$ cat config.mk
export PLATFORM = sky130hd
export DESIGN_NAME = input_pad_stream
export DESIGN_NICKNAME = d
export VERILOG_FILES = /design/src/rtl/input_pad_stream.sv
export SDC_FILE = /design/constraint.sdc
export NUM_CORES = 1
export LEC_CHECK = 0
export CORE_MARGIN = 8
export CORE_UTILIZATION = 40
export CTS_CLUSTER_SIZE = 40
export DETAILED_ROUTE_END_ITERATION = 10
export PLACE_DENSITY = 0.7
export RECOVER_POWER = 50
export SLEW_MARGIN = 30
export SYNTH_ARGS = -nofsm -noshare
export SYNTH_HDL_FRONTEND = slang
export SYNTH_SLANG_ARGS = --single-unit
$ cat constraint.sdc
create_clock -name clk -period 3.1 [get_ports clk]
set_clock_uncertainty 0.05 [all_clocks]
set_input_delay 0.93 -clock clk [delete_from_list [all_inputs] [get_ports clk]]
set_output_delay 0.93 -clock clk [all_outputs]
set_load 0.05 [all_outputs]
$ cat src/rtl/input_pad_stream.sv
// Streams a SIZE x SIZE raster frame out as a zero/constant padded OUT_SIZE x OUT_SIZE
// frame through a single valid/ready register stage, flagging framing errors on in_sof.
module input_pad_stream #(
  parameter int DATA_W      = 32,
  parameter int CHANNELS    = 1,
  parameter int SIZE        = 5,
  parameter int FILTER_SIZE = 3,
  parameter int PAD         = 1
) (
  input  logic                         clk,
  input  logic                         reset_n,
  input  logic                         start,
  input  logic [DATA_W-1:0]            pad_value,
  input  logic                         in_valid,
  output logic                         in_ready,
  input  logic [DATA_W*CHANNELS-1:0]   in_data,
  input  logic                         in_sof,
  output logic                         out_valid,
  input  logic                         out_ready,
  output logic [DATA_W*CHANNELS-1:0]   out_data,
  output logic                         out_sof,
  output logic                         out_eol,
  output logic                         out_eof,
  output logic                         busy,
  output logic                         err
);

  localparam int OUT_SIZE = ((SIZE + 2*PAD + FILTER_SIZE - 1) / FILTER_SIZE) * FILTER_SIZE;
  localparam int CW       = $clog2(OUT_SIZE + 1);
  localparam logic [CW-1:0] LAST   = CW'(OUT_SIZE - 1);
  localparam logic [CW-1:0] PAD_LO = CW'(PAD);
  localparam logic [CW-1:0] SIZE_C = CW'(SIZE);

  typedef enum logic [1:0] {IDLE, RUN, DRAIN} state_t;

  state_t            state, state_d;
  logic [1:0]        rst_sync;
  logic              rst_n;
  logic [CW-1:0]     r, c;
  logic [DATA_W-1:0] pad_q;
  logic              row_in, col_in, pad_pos, load_ok, advance, last_pos, first_pos;

  // Assert asynchronously, release two clocks after reset_n rises.
  always_ff @(posedge clk or negedge reset_n) begin
    if (!reset_n) rst_sync <= '0;
    else          rst_sync <= {rst_sync[0], 1'b1};
  end
  assign rst_n = rst_sync[1];

  // Unsigned wrap makes positions before PAD compare as out of range.
  assign row_in    = (r - PAD_LO) < SIZE_C;
  assign col_in    = (c - PAD_LO) < SIZE_C;
  assign pad_pos   = !(row_in && col_in);
  assign load_ok   = !out_valid || out_ready;
  assign advance   = (state == RUN) && load_ok && (pad_pos || in_valid);
  assign last_pos  = (r == LAST) && (c == LAST);
  assign first_pos = (r == PAD_LO) && (c == PAD_LO);

  assign in_ready  = (state == RUN) && !pad_pos && load_ok;
  assign busy      = (state != IDLE);

  always_comb begin
    state_d = state;
    unique case (state)
      IDLE:    if (start) state_d = RUN;
      RUN:     if (advance && last_pos) state_d = DRAIN;
      DRAIN:   if (out_valid && out_ready) state_d = IDLE;
      default: state_d = IDLE;
    endcase
  end

  always_ff @(posedge clk or negedge rst_n) begin
    if (!rst_n) state <= IDLE;
    else        state <= state_d;
  end

  always_ff @(posedge clk or negedge rst_n) begin
    if (!rst_n) begin
      r         <= '0;
      c         <= '0;
      pad_q     <= '0;
      out_valid <= 1'b0;
      out_data  <= '0;
      out_sof   <= 1'b0;
      out_eol   <= 1'b0;
      out_eof   <= 1'b0;
      err       <= 1'b0;
    end else begin
      if (state == IDLE && start) begin
        pad_q <= pad_value;
        r     <= '0;
        c     <= '0;
      end
      if (advance) begin
        out_valid <= 1'b1;
        out_data  <= pad_pos ? {CHANNELS{pad_q}} : in_data;
        out_sof   <= (r == '0) && (c == '0);
        out_eol   <= (c == LAST);
        out_eof   <= last_pos;
        if (c == LAST) begin
          c <= '0;
          r <= (r == LAST) ? '0 : r + 1'b1;
        end else begin
          c <= c + 1'b1;
        end
      end else if (out_ready) begin
        out_valid <= 1'b0;
      end
      if (in_valid && in_ready && (in_sof != first_pos)) err <= 1'b1;
    end
  end

endmodule

==> run_results.csv <==
group,metric,value,unit
power,ir_drop,0.000433,V
clocking,cts_root_buf,"clkbuf_8",
detailed_routing,drtIter0Drc,145,
sta,hold_viol_final,0,
setup_path,timing.rr.end,"r[0]",
synth,synth_seq_cells,81,
die,rows,35,
setup_path,crit_path_start_kind,"primary input",
setup_path,cp_max_fo,3,
power,p_leak,2.23,nW
finish,antenna-diode-count,0,
global_route,grt_start_max_net_pins,49,
setup_path,cp.required,2120,ps
power,p_per_area,984,nW/um^2
die,io_pins,109,
sta,tightestPinTransition,1300,ps
sta,post-route-period-util,97.9,%
outcome,status,"finished clean",
die,initial_core_util,40.4,%
synth,ys_warn_count,0,
global_route,antenna_found_initial,0,
placement,globalplace.congestion,0.794,
synth,synth_area,3640,um^2
sta,timing.hold.ws,312,ps
placement,hpwl,6540,um
synth,synth_most_common_cell,"nand2_1",
finish,n_fill_cell,782,
synth,synth_fp_nets,426,
placement,dp_slack,73.8,ps
sta,slew_headroom,13.5,%
synth,synth-seq-area-share,55.7,%
clocking,clk_pin_slew,90,ps
sta,max_freq,329,MHz
clocking,clkLatencyLatePin,340,ps
detailed_routing,drtAntennaViolNets,0,
clocking,cts_tree,"built",
clocking,htree_levels,3,
clocking,cts.sinks,81,
setup_path,worstSetupEndpointType,"primary output",
setup_path,arrival,2060,ps
hold_path,whs_endpoint,"rst_sync[1]",
setup_path,r2r-start,"rst_sync[1]",
job,drv_cap,0,
clocking,hold_buffers,0,
detailed_routing,drt_pass1_iterations,4,
setup_path,crit_type,"primary input to primary output",
sta,fin_setup_tns,0,ps
synth,synthFlopType,"dfrtp_1",
sta,fin_crit,3040,ps
detailed_routing,drcViolationCount,0,
setup_path,rrSetupSlack,620,ps
hold_path,hold_depth,0,
die,die_h,111,um
detailed_routing,vias_per_cell,5.13,
die,coreArea,9020,um^2
die,die_w,111,um
finish,drive_above_1_share,6.94,%
finish,final_core_util,56.0,%
sta,rsz0062_at_grt,"no",
hold_path,hold_path_startpoint,"rst_sync[0]",
detailed_routing,vias,2933,
sta,setup_viol,0,
sta,slew_viol_final,0,
synth,synthTopCellsByCount,"110 x nand2_1, 81 x dfrtp_1, 33 x nand2b_1, 32 x o221a_1, 12 x clkbuf_1",
finish,ff_latch_area,2030,um^2
global_route,grt_overflow_total,0,
synth,synth-edff-count,0,
detailed_routing,totalWireLength,9520,um
sta,fin_ws,64.2,ps
die,die-area,12400,um^2
clocking,numCtsBuffers,9,
synth,synth_area_leaders,"dfrtp_1 56%, nand2_1 11%, o221a_1 9.9%, nand2b_1 5.7%, ha_1 2.7%",
synth,synth_cells,348,
clocking,ctsLongestPathBuffers,2,
global_route,grt_pass1_wl,15700,um
placement,numPortBuffers,108,
detailed_routing,wl_per_cell,16.6,um
finish,final_nets,534,
power,finalPower,4.97,mW
synth,avgSynthCellArea,10.5,um^2
hold_path,hp-class,"flip-flop to flip-flop",
global_route,grt_usage,15.4,%
global_route,first_global_vias,3073,
synth,synth_top_area_share,55.7,%
synth,synth_cell_type_count,38,
setup_path,reg2reg_depth,1,
finish,area_growth_syn_to_layout,38.7,%
synth,async_reset_ff_share,100,%
synth,yosysTopAreaCell,"dfrtp_1",
finish,multi_input_area,1470,um^2
## how the worst max path moves through the flow
| stage | from | to | slack [ps] | cells after the start |
|---|---|---|---|---|
| 4_1_cts | c[2] | in_ready | 40 | 5 |
| 5_1_grt | c[2] | in_ready | 20 | 5 |
| 3_3_place_gp | out_ready | in_ready | 130 | 5 |
| 6_report | out_ready | in_ready | 60 | 5 |
| 3_5_place_dp | out_ready | in_ready | 70 | 5 |
| 2_1_floorplan | c[2] | in_ready | 260 | 5 |
## cell type report
type / instances / area share (%)
clock buffer: 10 / 2.53
clock inverter: 6 / 2.13
inverter: 7 / 0.520
multi-input combinational: 240 / 29.1
sequential: 81 / 40.2
tap: 111 / 2.75
timing repair buffer: 117 / 22.8
## cells by family after synthesis
kind of cell	share of synthesized area [%]
AO/OA/AOI/OAI	12.9
XOR/XNOR	0.722
AND/OR/NAND/NOR	23.1
adder cells (fa/ha/maj)	2.75
other	0.103
multiplexers	0.584
flip-flops	55.7
buffers and inverters	4.23
## routing by layer
layer	track usage (%)	routed length, um	vias to the layer above
li1	-	-	1404
met1	19.4	4440	1438
met2	24.4	4450	84
met3	4.35	526	7
met4	6.22	108	0
met5	0	0	-
## worst max-delay path: stages
cell             delay [ps]
clkdlybuf4s50_1         490
nand2b_1                150
nand2_1                 100
nor2_1                  220
buf_12                  170
## what timing repair did
item / in CTS / in global routing
setup buffers: 0 / 0
endpoints found under the setup margin: 0 / 1
resized for setup: 0 / 3
## flip-flops by register name, summed over array words and instances, names as in the netlist
signal,flops
c,4
out_eof,1
pad_q,32
out_eol,1
r,4
out_valid,1
state,2
rst_sync,2
out_sof,1
err,1
out_data,32
## power breakdown
group	internal (mW)	switching, mW
logic	0.941	1.42
clock network	0.533	0.371
registers	1.44	0.266
total	2.92	2.06
## per-stage QoR
| step | instance area [um^2] | std cells |
|---|---|---|
| floorplan | 3640 | 348 |
| global placement | 4830 | 555 |
| detailed placement | 4850 | 556 |
| global route | 5050 | 572 |
| CTS | 5090 | 572 |
| finish | 5050 | 572 |
## cell usage in the layout (no fill, tap or decap), types with 2 or more instances in the layout
cell / Yosys / routed
nand2_1: 110 / 110
clkdlybuf4s50_1: 0 / 105
dfrtp_1: 81 / 79
nand2b_1: 33 / 33
o221a_1: 32 / 32
nand3_1: 11 / 11
clkbuf_8: 0 / 9
ha_1: 8 / 8
inv_1: 7 / 7
buf_4: 0 / 7
nor2_1: 5 / 5
nand3b_1: 4 / 4
nor4_1: 4 / 4
o21ai_0: 4 / 4
or3_1: 4 / 4
bufinv_16: 0 / 3
o31a_1: 2 / 2
xnor2_1: 2 / 2
o31ai_1: 2 / 2
dfrtp_2: 0 / 2
clkinv_2: 0 / 2
dlygate4sd3_1: 0 / 2
clkbuf_2: 0 / 2
Power figures use the tool's default switching activity.
